## src/rtl/axi_cmd_master.sv

```systemverilog
// AXI4 initiator: turns single read/write burst commands into AR/R or AW/W/B transactions,
// one transaction outstanding, with a ready/valid write stream in and read stream out.
module axi_cmd_master #(
  parameter int unsigned DATA_WIDTH = 32,
  parameter int unsigned ADDR_WIDTH = 16,
  parameter int unsigned STRB_WIDTH = DATA_WIDTH / 8,
  parameter int unsigned ID_WIDTH   = 8
) (
  input  logic                  clk,
  input  logic                  rst,

  input  logic                  cmd_valid_i,
  output logic                  cmd_ready_o,
  input  logic                  cmd_write_i,
  input  logic [ADDR_WIDTH-1:0] cmd_addr_i,
  input  logic [7:0]            cmd_len_i,
  input  logic [ID_WIDTH-1:0]   cmd_id_i,

  input  logic [DATA_WIDTH-1:0] wr_tdata_i,
  input  logic [STRB_WIDTH-1:0] wr_tstrb_i,
  input  logic                  wr_tvalid_i,
  output logic                  wr_tready_o,

  output logic [DATA_WIDTH-1:0] rd_tdata_o,
  output logic                  rd_tlast_o,
  output logic                  rd_tvalid_o,
  input  logic                  rd_tready_i,

  output logic                  sts_valid_o,
  output logic                  sts_write_o,
  output logic [1:0]            sts_resp_o,
  output logic [ID_WIDTH-1:0]   sts_id_o,

  output logic [ID_WIDTH-1:0]   m_axi_awid_o,
  output logic [ADDR_WIDTH-1:0] m_axi_awaddr_o,
  output logic [7:0]            m_axi_awlen_o,
  output logic [2:0]            m_axi_awsize_o,
  output logic [1:0]            m_axi_awburst_o,
  output logic                  m_axi_awlock_o,
  output logic [3:0]            m_axi_awcache_o,
  output logic [2:0]            m_axi_awprot_o,
  output logic                  m_axi_awvalid_o,
  input  logic                  m_axi_awready_i,

  output logic [DATA_WIDTH-1:0] m_axi_wdata_o,
  output logic [STRB_WIDTH-1:0] m_axi_wstrb_o,
  output logic                  m_axi_wlast_o,
  output logic                  m_axi_wvalid_o,
  input  logic                  m_axi_wready_i,

  input  logic [ID_WIDTH-1:0]   m_axi_bid_i,
  input  logic [1:0]            m_axi_bresp_i,
  input  logic                  m_axi_bvalid_i,
  output logic                  m_axi_bready_o,

  output logic [ID_WIDTH-1:0]   m_axi_arid_o,
  output logic [ADDR_WIDTH-1:0] m_axi_araddr_o,
  output logic [7:0]            m_axi_arlen_o,
  output logic [2:0]            m_axi_arsize_o,
  output logic [1:0]            m_axi_arburst_o,
  output logic                  m_axi_arlock_o,
  output logic [3:0]            m_axi_arcache_o,
  output logic [2:0]            m_axi_arprot_o,
  output logic                  m_axi_arvalid_o,
  input  logic                  m_axi_arready_i,

  input  logic [ID_WIDTH-1:0]   m_axi_rid_i,
  input  logic [DATA_WIDTH-1:0] m_axi_rdata_i,
  input  logic [1:0]            m_axi_rresp_i,
  input  logic                  m_axi_rlast_i,
  input  logic                  m_axi_rvalid_i,
  output logic                  m_axi_rready_o
);

  localparam logic [2:0]            AxSize    = 3'($clog2(STRB_WIDTH));
  localparam logic [ADDR_WIDTH-1:0] AlignMask = ~ADDR_WIDTH'(STRB_WIDTH - 1);
  localparam logic [1:0]            RespOkay  = 2'b00;
  localparam logic [1:0]            RespSlv   = 2'b10;

  typedef enum logic [2:0] {
    StIdle, StWrAddr, StWrData, StWrResp, StRdAddr, StRdData, StErr
  } state_e;

  state_e                state_q;
  logic                  cmd_ready_q;
  logic                  awvalid_q;
  logic                  arvalid_q;
  logic                  bready_q;
  logic                  sts_valid_q;
  logic                  sts_write_q;
  logic [1:0]            sts_resp_q;
  logic [ID_WIDTH-1:0]   sts_id_q;
  logic                  write_q;
  logic [ADDR_WIDTH-1:0] addr_q;
  logic [7:0]            len_q;
  logic [ID_WIDTH-1:0]   id_q;
  logic [7:0]            beat_cnt_q;
  logic [1:0]            rresp_q;

  logic [ADDR_WIDTH-1:0] addr_aligned;
  logic [31:0]           page_end;
  logic                  crosses_4k;
  logic                  cmd_hs;
  logic                  w_hs;
  logic                  r_hs;
  logic                  in_wr_data;
  logic                  in_rd_data;
  logic                  framing_err;
  logic [1:0]            rresp_d;
  logic                  unused_ids;

  assign unused_ids = ^{m_axi_bid_i, m_axi_rid_i};

  assign addr_aligned = cmd_addr_i & AlignMask;
  // Byte offset just past the burst, relative to the start of its 4 KB page.
  assign page_end   = 32'(addr_aligned[11:0]) + (32'(cmd_len_i) + 32'd1) * STRB_WIDTH;
  assign crosses_4k = page_end > 32'd4096;

  assign in_wr_data = (state_q == StWrData);
  assign in_rd_data = (state_q == StRdData);
  assign cmd_hs     = cmd_valid_i & cmd_ready_q;
  assign w_hs       = m_axi_wvalid_o & m_axi_wready_i;
  assign r_hs       = m_axi_rvalid_i & m_axi_rready_o;

  // rlast must coincide exactly with the beat counter reaching zero.
  assign framing_err = m_axi_rlast_i ^ (beat_cnt_q == 8'd0);

  always_comb begin
    rresp_d = RespOkay;
    if (rresp_q != RespOkay) begin
      rresp_d = rresp_q;
    end else if (m_axi_rresp_i != RespOkay) begin
      rresp_d = m_axi_rresp_i;
    end else if (framing_err) begin
      rresp_d = RespSlv;
    end
  end

  always_ff @(posedge clk) begin
    if (rst) begin
      state_q     <= StIdle;
      cmd_ready_q <= 1'b0;
      awvalid_q   <= 1'b0;
      arvalid_q   <= 1'b0;
      bready_q    <= 1'b0;
      sts_valid_q <= 1'b0;
      sts_write_q <= 1'b0;
      sts_resp_q  <= RespOkay;
      sts_id_q    <= '0;
      write_q     <= 1'b0;
      addr_q      <= '0;
      len_q       <= '0;
      id_q        <= '0;
      beat_cnt_q  <= '0;
      rresp_q     <= RespOkay;
    end else begin
      sts_valid_q <= 1'b0;
      unique case (state_q)
        StIdle: begin
          if (cmd_hs) begin
            cmd_ready_q <= 1'b0;
            write_q     <= cmd_write_i;
            addr_q      <= addr_aligned;
            len_q       <= cmd_len_i;
            id_q        <= cmd_id_i;
            rresp_q     <= RespOkay;
            if (crosses_4k) begin
              state_q <= StErr;
            end else if (cmd_write_i) begin
              state_q   <= StWrAddr;
              awvalid_q <= 1'b1;
            end else begin
              state_q   <= StRdAddr;
              arvalid_q <= 1'b1;
            end
          end else begin
            cmd_ready_q <= 1'b1;
          end
        end
        StWrAddr: begin
          if (m_axi_awready_i) begin
            awvalid_q  <= 1'b0;
            beat_cnt_q <= len_q;
            state_q    <= StWrData;
          end
        end
        StWrData: begin
          if (w_hs) begin
            if (beat_cnt_q == 8'd0) begin
              bready_q <= 1'b1;
              state_q  <= StWrResp;
            end else begin
              beat_cnt_q <= beat_cnt_q - 8'd1;
            end
          end
        end
        StWrResp: begin
          if (m_axi_bvalid_i) begin
            bready_q    <= 1'b0;
            sts_valid_q <= 1'b1;
            sts_write_q <= 1'b1;
            sts_resp_q  <= m_axi_bresp_i;
            sts_id_q    <= id_q;
            cmd_ready_q <= 1'b1;
            state_q     <= StIdle;
          end
        end
        StRdAddr: begin
          if (m_axi_arready_i) begin
            arvalid_q  <= 1'b0;
            beat_cnt_q <= len_q;
            state_q    <= StRdData;
          end
        end
        StRdData: begin
          if (r_hs) begin
            rresp_q <= rresp_d;
            // Extra beats past the expected count hold the counter at zero.
            if (beat_cnt_q != 8'd0) begin
              beat_cnt_q <= beat_cnt_q - 8'd1;
            end
            if (m_axi_rlast_i) begin
              sts_valid_q <= 1'b1;
              sts_write_q <= 1'b0;
              sts_resp_q  <= rresp_d;
              sts_id_q    <= id_q;
              cmd_ready_q <= 1'b1;
              state_q     <= StIdle;
            end
          end
        end
        StErr: begin
          sts_valid_q <= 1'b1;
          sts_write_q <= write_q;
          sts_resp_q  <= RespSlv;
          sts_id_q    <= id_q;
          cmd_ready_q <= 1'b1;
          state_q     <= StIdle;
        end
        default: state_q <= StIdle;
      endcase
    end
  end

  assign cmd_ready_o = cmd_ready_q;

  assign sts_valid_o = sts_valid_q;
  assign sts_write_o = sts_write_q;
  assign sts_resp_o  = sts_resp_q;
  assign sts_id_o    = sts_id_q;

  assign m_axi_awid_o    = id_q;
  assign m_axi_awaddr_o  = addr_q;
  assign m_axi_awlen_o   = len_q;
  assign m_axi_awsize_o  = AxSize;
  assign m_axi_awburst_o = 2'b01;
  assign m_axi_awlock_o  = 1'b0;
  assign m_axi_awcache_o = 4'b0011;
  assign m_axi_awprot_o  = 3'b000;
  assign m_axi_awvalid_o = awvalid_q;

  assign m_axi_wdata_o  = wr_tdata_i;
  assign m_axi_wstrb_o  = wr_tstrb_i;
  assign m_axi_wlast_o  = in_wr_data & (beat_cnt_q == 8'd0);
  assign m_axi_wvalid_o = in_wr_data & wr_tvalid_i;
  assign wr_tready_o    = in_wr_data & m_axi_wready_i;

  assign m_axi_bready_o = bready_q;

  assign m_axi_arid_o    = id_q;
  assign m_axi_araddr_o  = addr_q;
  assign m_axi_arlen_o   = len_q;
  assign m_axi_arsize_o  = AxSize;
  assign m_axi_arburst_o = 2'b01;
  assign m_axi_arlock_o  = 1'b0;
  assign m_axi_arcache_o = 4'b0011;
  assign m_axi_arprot_o  = 3'b000;
  assign m_axi_arvalid_o = arvalid_q;

  assign rd_tdata_o     = m_axi_rdata_i;
  assign rd_tlast_o     = m_axi_rlast_i;
  assign rd_tvalid_o    = in_rd_data & m_axi_rvalid_i;
  assign m_axi_rready_o = in_rd_data & rd_tready_i;

endmodule

```

## config.mk

```make
export PLATFORM = sky130hd
export DESIGN_NAME = axi_cmd_master
export DESIGN_NICKNAME = d
export VERILOG_FILES = /design/src/rtl/axi_cmd_master.sv
export SDC_FILE = /design/constraint.sdc
export NUM_CORES = 1
export LEC_CHECK = 0
export CAP_MARGIN = 25
export CELL_PAD_IN_SITES_DETAIL_PLACEMENT = 0
export CELL_PAD_IN_SITES_GLOBAL_PLACEMENT = 2
export CORE_UTILIZATION = 16
export CTS_BUF_LIST = sky130_fd_sc_hd__clkbuf_8
export DETAILED_ROUTE_END_ITERATION = 10
export PLACE_DENSITY_LB_ADDON = 0.1
export SYNTH_ARGS = -nofsm -noshare
export SYNTH_HDL_FRONTEND = slang
export SYNTH_SLANG_ARGS = --single-unit
```

## constraint.sdc

```tcl
create_clock -name clk -period 3.63 [get_ports clk]
set_clock_uncertainty 0.15 [all_clocks]
set_input_delay 1.089 -clock clk [delete_from_list [all_inputs] [get_ports clk]]
set_output_delay 1.089 -clock clk [all_outputs]
set_load 0.05 [all_outputs]
```

Word level (Yosys, flattened, before mapping). Index checks and enable logic that the tools add are counted.

Input bits: 132. Register bits after elaboration: 60. Output and inout bits: 180.

Eq/ne operators: 19. $lt $le $gt $ge: 1. Add/subtract/negate cells: 3. Muxes and demuxes: 58. Bitwise gates (word level): 9. Reduce and logical (&&, ||, !) cells: 21.

Operator list (number): $mux 8 (9); $pmux 8 s4 (1); $mux 3 (10); $pmux 8 s3 (1); $ne 2x2->1 const B (11); $mux 1 (20); $pmux 3 s6 (1); $mux 2 (8); $add 12x11->13 (1); $gt 13x13->1 const B (1); $reduce_and 4->1 (3); $reduce_bool 2->1 (6); $reduce_and 5->1 (2); $add 8x1->9 const B (1); $eq 3x3->1 const B (3); $and 1x1->1 (8); $logic_not 8->1 (1); $reduce_and 8->1 (1); $reduce_bool 4->1 (2); $reduce_bool 8->1 (1); $sub 8x1->8 const B (1); $reduce_and 7->1 (1); $eq 3x2->1 const B (2); $pmux 1 s2 (3); other kinds (11) (13).

Depth between registers and ports, before layout. Gate-level depths: netlist of run 1.

Depth in word-level cells: 8. Mapped depth: 11. Gate-level depth less buffers: 11.

Worst setup path before layout of run 1. Ideal clock, no wire load.

Path type: input to register. From: in cmd_len_i[0]. To: reg awvalid_q (netlist: m_axi_awvalid_o). Arrival: 3.334 ns. Setup time: 0.137 ns. Stages: 10. Buffers on the path: 0. Slack: 0.009 ns. Cells stage by stage: ha_1 nand3_1 xnor2_1 ha_1 nand3_1 a2bb2oi_1 a311o_1 or4_4 o311ai_0 o211ai_1.

Word-level cells in the longest chain between the ends: 5.

RTL lines: start, declared (line 16) `input logic [7:0] cmd_len_i,`; $add 8x1->9 (line 116) `assign page_end = 32'(addr_aligned[11:0]) + (32'(cmd_len_i) + 32'd1) * STRB_WIDTH;`; $add 12x11->13 (line 116); $gt 13x13->1 (line 117) `assign crosses_4k = page_end > 32'd4096;`; $ne 2x2->1 (no source line); $reduce_and 5->1 (no source line); end signal, assigned (line 143) `awvalid_q <= 1'b0;`; end signal, assigned (line 171) `awvalid_q <= 1'b1;`; end signal, assigned (line 182) `awvalid_q <= 1'b0;`; end, declared (line 86) `logic awvalid_q;`.

Every way passes these cells. A chain may end at the register's enable or synchronous reset.

Final worst setup path of run 1.
From: in cmd_len_i[1]. To: reg state_q[0].

Word-level cells in the longest chain between the ends: 6.

RTL lines: $add 8x1->9 (line 116); $add 12x11->13 (line 116); $gt 13x13->1 (line 117); $mux 3 (line 167) `if (crosses_4k) begin`; $mux 3 (line 160) `if (cmd_hs) begin`; $pmux 3 s6 (line 158) `unique case (state_q)`; end signal, assigned (line 168) `state_q <= StErr;`; end signal, assigned (line 170) `state_q <= StWrAddr;`; end signal, assigned (line 173) `state_q <= StRdAddr;`; end, declared (line 84) `state_e state_q;`.

Every way passes these cells. The select of a mux whose other input is x is not followed.

==> results of run 1 <==
worst max-delay path: cells and delay by family:
kind,cells,cell delay [ps]
fa+ha+maj,2,480
simple gates,3,740
xor+xnor,1,140
buf+inv,1,150
compound gates,4,1060
registers in the layout (all words and copies together) (netlist names), 2 cells and up:
signal / cells
sts_resp_o: 2
sts_id_o: 8
m_axi_arlen_o: 8
m_axi_araddr_o: 14
rresp_q: 2
m_axi_arid_o: 8
state_q: 3
beat_cnt_q: 8
cell families after synthesis:
group                    count (synthesis)
AND/OR/NAND/NOR                        174
other                                    2
XOR/XNOR                                11
adder cells (fa/ha/maj)                 14
multiplexers                            11
flip-flops                              60
AO/OA/AOI/OAI                          118
buffers and inverters                  162
cells in the final DEF, fill, tap and decap left out, types with 10 or more instances in the layout:
| cell type | count |
|---|---|
| nand2_1 | 90 |
| o21ai_0 | 16 |
| dfxtp_1 | 60 |
| clkbuf_8 | 10 |
| inv_1 | 10 |
| conb_1 | 30 |
| a21oi_1 | 56 |
| nor3_1 | 12 |
| nor2_1 | 25 |
| mux2i_1 | 10 |
| clkdlybuf4s50_1 | 111 |
| buf_4 | 50 |
metrics by stage:
step / setup TNS [ps] / setup WS, ps / hold WS [ps] / utilization / cells
after floorplan: 0 / 8.78 / 286 / - / 580
after global placement: -3830 / -786 / 311 / 0.210 / 933
after detailed placement: -4140 / -866 / 318 / 0.210 / 934
after CTS: 0 / 0.449 / 331 / 0.221 / 950
after global routing: 0 / 9.44 / 347 / 0.224 / 951
final: 0 / 120 / 325 / 0.224 / 952
cells in the mapped netlist, types with 2 or more instances:
cell and count:
ha_1 13, a21o_1 2, nor2b_1 5, o211ai_1 2
a311oi_1 3, o22ai_1 4, buf_2 2, nand2b_1 5
a31oi_1 5, conb_1 2, buf_1 2, xnor2_1 5
and3b_1 2, nor3_1 12, xor2_1 6, buf_4 129
nand3_1 10, a21oi_1 56, a211oi_1 3, nand2_1 90
o21ai_0 18, inv_1 10, clkbuf_1 19, a22oi_1 5
nor2_1 26, o21a_1 3, o31ai_1 3, and2_1 5
and3_1 5, nand3b_1 3, mux2i_1 10, dfxtp_1 60
nor3b_1 5
cell type report:
cell class | count | share of cell area
inverter | 10 | 0.00659
timing repair buffer | 177 | 0.296
antenna | 1 | 0.000439
multi-input combinational | 358 | 0.374
sequential | 60 | 0.211
clock buffer | 10 | 0.0242
clock inverter | 6 | 0.0152
tap | 330 | 0.0725
worst max-delay path by stage:
stage                      start                           end  slack [ps]  depth (start not counted)
finish              cmd_len_i[1]       state_q[0]$_SDFFE_PP0P_         120                         11
global route        cmd_len_i[0]       state_q[0]$_SDFFE_PP0P_           9                         12
CTS                 cmd_len_i[0]       state_q[0]$_SDFFE_PP0P_         0.4                         11
detailed placement  cmd_len_i[1]       state_q[2]$_SDFFE_PP0P_        -870                          9
global placement    cmd_len_i[0]  m_axi_awvalid_o$_SDFFE_PP0P_        -790                          9
floorplan           cmd_len_i[0]  m_axi_awvalid_o$_SDFFE_PP0P_           9                         10
where the power goes:
part | total, W | leakage [nW] | internal (W) | switching (W)
sequential | 0.000849 | 0.487 | 0.000751 | 0.0000981
combinational | 0.00172 | 1.54 | 0.000596 | 0.00112
clock | 0.000716 | 0.113 | 0.000405 | 0.000310
layer usage:
layer	wire, um	vias up	part of all wire	GRT usage
li1	-	1836	-	-
met1	6650	1750	0.46	0.140
met2	6650	127	0.46	0.167
met3	1020	24	0.070	0.0356
met4	231	0	0.016	0.0408
met5	0	-	0	0
repair_timing:
action / 4_1_cts / 5_1_grt
pin swaps: 9 / 10
endpoints found under the setup margin: 5 / 5
buffers inserted: 0 / 1
gates resized for setup: 20 / 25
==> impl_results.md, run 1 <==
- Outcome: finished, final reports clean
- Layout fillers: 2823
- Finished Cell Area: 0.00570 mm^2
- Worst EP required: 3770 ps
- Placed Area: 0.00536 mm^2
- Post-DP HPWL: 11100 um
- Die height: 164 um
- Final WL: 14600 um
- Final Max Tran Viols: 0
- Ys async rst share: 0
- CTS Buffer Depth: 2
- Ranking of synthesized cells by area: dfxtp_1 (29%), buf_4 (23%), nand2_1 (8.0%)
- Worst Hold Class: reg -> reg
- I/O pins: 312
- Clk slew on worst S/H paths: 80 ps
- Total congestion overflow: 0
- Initial drt markers: 135
- Worst skew pair latency: 360 ps
- Synth top area share: 0.286
- Mean Syn Cell Area: 7.62 um^2
- Main flop type after synthesis: dfxtp_1
- Antenna violations before repair: 1
- Leading area contributor after synthesis: dfxtp_1
- Critical Path Max Stage Delay: 560 ps
- Final setup fails: 0
- Post-Synth Simple-Gate Area: 0.190
- Reg-to-reg critical path startpoint: beat_cnt_q[0]$_SDFFE_PP0P_
- Post-synthesis cell type count: 55
- DRC: 0
- Final worst-path cycle share: 0.967
- RSZ-0062 raised after global routing: no
- Vias per cell: 3.93
- Post-Synth XOR/XNOR Area: 0.0229
- Fin crit period: 3510 ps
- Fmax: 285 MHz
- Hold path start: m_axi_araddr_o[13]$_SDFFE_PP0P_
- Worst endpoint data arrival time: 3650 ps
- Cell Chain, Critical Path: buf_2 -> ha_4 -> nand3_2 -> xnor2_1 -> ha_1 -> nand3_1 -> a2bb2oi_1 -> a311o_1 -> or4_4 -> o31a_1 -> a31oi_1
- CTS H-tree depth: 3
- Global-route wire length before repair: 21800 um
- Crit Path Max Fanout: 4
- Multi-input logic area: 0.00213 mm^2
- Core Box Area: 0.0255 mm^2
- Std cell rows: 58
- IR drop worst, VDD: 0.000154 V
- GRT Total Usage: 0.109
- Initial DRT Pass Iterations: 6
- PwrDens: 576 mW/mm^2
- Critical path capture point type: flop
- Mapped cell area: 0.00421 mm^2
- CTS Buf Count: 9
- Multiplexer share of the synthesized area: 0.0265
- DR vias: 3737
- Yosys reg bits: 60
- Max_cap viols: 0
- Leak pwr: 2.14 nW
- Hold EP: m_axi_araddr_o[13]$_SDFFE_PP0P_
- Area growth, synth to finish: 35.4%
- FF+latch area: 0.00120 mm^2
- Initial core utilization: 0.165
- Syn Inst Count: 552
- Final Hold Viols: 0
- Tot Pwr: 0.00328 W
- R2R Setup Slk: 1320 ps
- Die X-Extent: 164 um
- Slowest cell on crit path: or4_4
- Ys Warns: 0
- Root buf cell: clkbuf_8
- Number of global-route vias before repair: 3698
- Adder-cell share of the synthesized area: 0.0434
- Largest net degree at the start of global routing: 33
- Compound-Gate Fraction of Synth Area: 0.170
- R2r worst-path depth: 10
- EDFF count, synth: 0
- CP Class: in -> reg
- Critical path startpoint category: input pin
- WL per Instance: 15.3 um
- Hold-fix buffers, CTS: 0
- Reg-to-reg endpoint: beat_cnt_q[7]$_SDFFE_PP0P_
- Placer Congestion: 0.734
- Number of clock sinks: 60
- Number of port buffers: 127
- Main combinational cell family by area after synthesis: buffers and inverters
- Die ar.: 0.0269 mm^2
- Hold-critical path depth: 2
- Share of layout cells above drive strength 1: 0.163
- Worst slew pin tran: 566 ps
- Post-route ant nets: 0
- Worst slew margin: 0.622
- CTS tree: built
- # nets final: 762
- Sequential fraction of the synthesis area: 0.286
No activity file was read; power rests on OpenSTA's default activity.
==> run 2, diff against run 1 <==
--- a/config.mk
+++ b/config.mk
@@ -5,10 +5,11 @@
 export SDC_FILE = /design/constraint.sdc
 export NUM_CORES = 1
 export LEC_CHECK = 0
+export ABC_AREA = 1
 export CAP_MARGIN = 25
 export CELL_PAD_IN_SITES_DETAIL_PLACEMENT = 0
 export CELL_PAD_IN_SITES_GLOBAL_PLACEMENT = 2
-export CORE_UTILIZATION = 16
+export CORE_UTILIZATION = 15
 export CTS_BUF_LIST = sky130_fd_sc_hd__clkbuf_8
 export DETAILED_ROUTE_END_ITERATION = 10
 export PLACE_DENSITY_LB_ADDON = 0.1
==> impl_results.md, run 2 <==
- Final WL: 13700 um (was 14600 um)
- Post-route ant nets: 0 (unchanged)
- Crit Path Max Fanout: 4 (unchanged)
- Number of global-route vias before repair: 3785 (was 3698)
- Number of clock sinks: 60 (unchanged)
- EDFF count, synth: 0 (unchanged)
- Area growth, synth to finish: 32.6% (was 35.4%)
- Sequential fraction of the synthesis area: 0.279 (was 0.286)
- Initial core utilization: 0.154 (was 0.165)
- PwrDens: 721 mW/mm^2 (was 576 mW/mm^2)
- Max_cap viols: 0 (unchanged)
- Worst slew pin tran: 537 ps (was 566 ps)
- Share of layout cells above drive strength 1: 0.147 (was 0.163)
- Compound-Gate Fraction of Synth Area: 0.149 (was 0.170)
- Syn Inst Count: 620 (was 552)
- Mapped cell area: 0.00431 mm^2 (was 0.00421 mm^2)
- Final TNS setup: 0 ps (unchanged)
- Final core occ: 0.204 (was 0.224)
- WL per Instance: 13.0 um (was 15.3 um)
- R2r worst-path depth: 11 (was 10)
- Hold-fix buffers, CTS: 0 (unchanged)
- Core Box Area: 0.0280 mm^2 (was 0.0255 mm^2)
- Die X-Extent: 171 um (was 164 um)
- DR vias: 3822 (was 3737)
- Final worst-path cycle share: 0.941 (was 0.967)
- GRT Total Usage: 0.0945 (was 0.109)
- Die ar.: 0.0294 mm^2 (was 0.0269 mm^2)
- Fin crit period: 3420 ps (was 3510 ps)
- CTS Buf Count: 9 (unchanged)
- IR drop worst, VDD: 0.000256 V (was 0.000154 V)
- Worst slew margin: 0.641 (was 0.622)
- Post-DP HPWL: 10500 um (was 11100 um)
- Multiplexer share of the synthesized area: 0 (was 0.0265)
- Clock Power Share: 0.143 (was 0.218)
- Global-route wire length before repair: 20900 um (was 21800 um)
- Logic pwr share: 0.619 (was 0.523)
- CTS tree: built (unchanged)
- Number of port buffers: 127 (unchanged)
- Max reg flops: 14 (unchanged)
- Initial drt markers: 125 (was 135)
- Ys async rst share: 0 (unchanged)
- I/O pins: 312 (unchanged)
- Initial DRT Pass Iterations: 4 (was 6)
- Clk slew on worst S/H paths: 90 ps (was 80 ps)
- Fmax: 293 MHz (was 285 MHz)
- Hold-critical path depth: 2 (unchanged)
- Critical path startpoint category: input pin (unchanged)
- Sequential share of power: 0.238 (was 0.259)
- # diodes: 0 (was 1)
- Worst EP required: 3770 ps (about the same)
- Post-Synth Simple-Gate Area: 0.205 (was 0.190)
- Largest net degree at the start of global routing: 31 (was 33)
- Outcome: finished, final reports clean (unchanged)
- Vias per cell: 3.61 (was 3.93)
- Internal cell power: 0.00189 W (was 0.00175 W)
- Main flop type after synthesis: dfxtp_1 (unchanged)
- Most common cell in the netlist: buf_4 (unchanged)
- Ranking of synthesized cells by area: dfxtp_1 (28%), buf_4 (22%), nor2_1 (7.0%) (was dfxtp_1 (29%), buf_4 (23%), nand2_1 (8.0%))
- Root buf cell: clkbuf_8 (unchanged)
- Yosys reg bits: 60 (unchanged)
- Ys Warns: 0 (unchanged)
- Commonest non-fill, non-tap cell in the layout: clkdlybuf4s50_1 (unchanged)
- CTS Buffer Depth: 2 (unchanged)
- Std cell rows: 61 (was 58)
- Final setup fails: 0 (unchanged)
- # nets final: 821 (was 762)
- Sw Share: 0.541 (was 0.466)
- Synth cell count leaders: buf_4 (129), nor2_1 (80), nand2_1 (76) (was buf_4 (129), nand2_1 (90), dfxtp_1 (60))
- Critical path capture point type: flop (unchanged)
- CTS H-tree depth: 3 (unchanged)
- Placer Congestion: 0.699 (was 0.734)
- Leak pwr: 2.45 nW (was 2.14 nW)
- Post-Synth XOR/XNOR Area: 0.0183 (was 0.0229)
- Mean Syn Cell Area: 6.95 um^2 (was 7.62 um^2)
- Total congestion overflow: 0 (unchanged)
- Die height: 171 um (was 164 um)
- Antenna violations before repair: 0 (was 1)
- Post-synthesis cell type count: 41 (was 55)
- Worst Hold Class: reg -> reg (unchanged)
- Final Max Tran Viols: 0 (unchanged)
- Synth top area share: 0.279 (was 0.286)
- DRC: 0 (unchanged)
- Main combinational cell family by area after synthesis: buffers and inverters (unchanged)
- CP Class: in -> reg (unchanged)
- Adder-cell share of the synthesized area: 0.0424 (was 0.0434)
- Worst skew pair latency: 360 ps (about the same)
- Leading area contributor after synthesis: dfxtp_1 (unchanged)
- Final Hold Viols: 0 (unchanged)
- NetSw: 0.00223 W (was 0.00153 W)
- Most frequent cells in the layout: clkdlybuf4s50_1 (117), nor2_1 (77), nand2_1 (71) (was clkdlybuf4s50_1 (111), nand2_1 (90), dfxtp_1 (60))
- Worst endpoint data arrival time: 3560 ps (was 3650 ps)
## run 2: worst max-delay path, stage by stage
cell	delay, ps
clkdlybuf4s50_1	470
inv_1	60
nor3b_2	190
buf_4	140
xnor2_1	110
inv_1	90
ha_4	290
nand2_1	60
nand2_2	100
a21oi_2	40
buf_4	130
nand3_1	70
nand2_1	70
nor2_2	100
nand2_1	70
o21bai_2	150
nand3_1	90
nand2_1	60
nand2_1	60
a21oi_2	110
## run 2: timing repair
action | 4_1_cts | 5_1_grt
gates resized for setup | 13 | 18
setup buffers | 0 | 1
pin swaps | 7 | 9
setup endpoints to repair | 5 | 5
## run 2: path summary, 6_finish.rpt
| kind | startpoint | endpoint | slack, ps |
|---|---|---|---|
| worst max-delay path | cmd_len_i[5] | state_q[0]$_SDFFE_PP0P_ | 210 |
| worst min-delay path | m_axi_arvalid_o$_SDFFE_PP0P_ | m_axi_arvalid_o$_SDFFE_PP0P_ | 310 |
| worst max register to register | state_q[2]$_SDFFE_PP0P_ | beat_cnt_q[6]$_SDFFE_PP0P_ | 1010 |
| worst min register to register | m_axi_arvalid_o$_SDFFE_PP0P_ | m_axi_arvalid_o$_SDFFE_PP0P_ | 310 |
## run 2: layout make-up
class,instances,area [um^2]
fill,3196,22300
multi-input combinational,371,2010
timing repair buffer,161,1590
sequential,60,1200
tap,378,473
inverter,72,273
clock buffer,9,124
clock inverter,7,52.6
## run 2: metal layers
| metal | wire length (um) | up-vias | GRT usage |
|---|---|---|---|
| met5 | 0 | - | 0 |
| met4 | 212 | 0 | 0.0318 |
| met3 | 797 | 24 | 0.0262 |
| met2 | 6500 | 116 | 0.162 |
| met1 | 6230 | 1749 | 0.112 |
| li1 | - | 1933 | - |
## run 2: logic make-up after synthesis
| kind of cell | count (synthesis) |
|---|---|
| buf+inv | 217 |
| simple gates | 204 |
| compound gates | 114 |
| flops | 60 |
| fa+ha+maj | 14 |
| xor+xnor | 9 |
| other cells | 2 |
## run 2: power groups by stage
stage	Combinational, W	Sequential (W)	Clock [W]
detailed placement	0.00255	0.00100	0
finish	0.00255	0.000982	0.000589
global placement	0.00255	0.000998	0
floorplan	0.00167	0.00140	0
CTS	0.00256	0.000991	0.000640
global route	0.00278	0.00101	0.000666
## run 2: stage by stage
step	power, W	cells	area (um^2)	hold WS [ps]	setup slack [ps]
4_1_cts	0.00420	1057	5640	331	20.4
3_5_place_dp	0.00355	1041	5430	313	-732
2_1_floorplan	0.00307	648	4410	306	220
5_1_grt	0.00446	1058	5710	350	-5.99
3_3_place_gp	0.00355	1041	5430	294	-722
6_report	0.00412	1058	5710	313	213
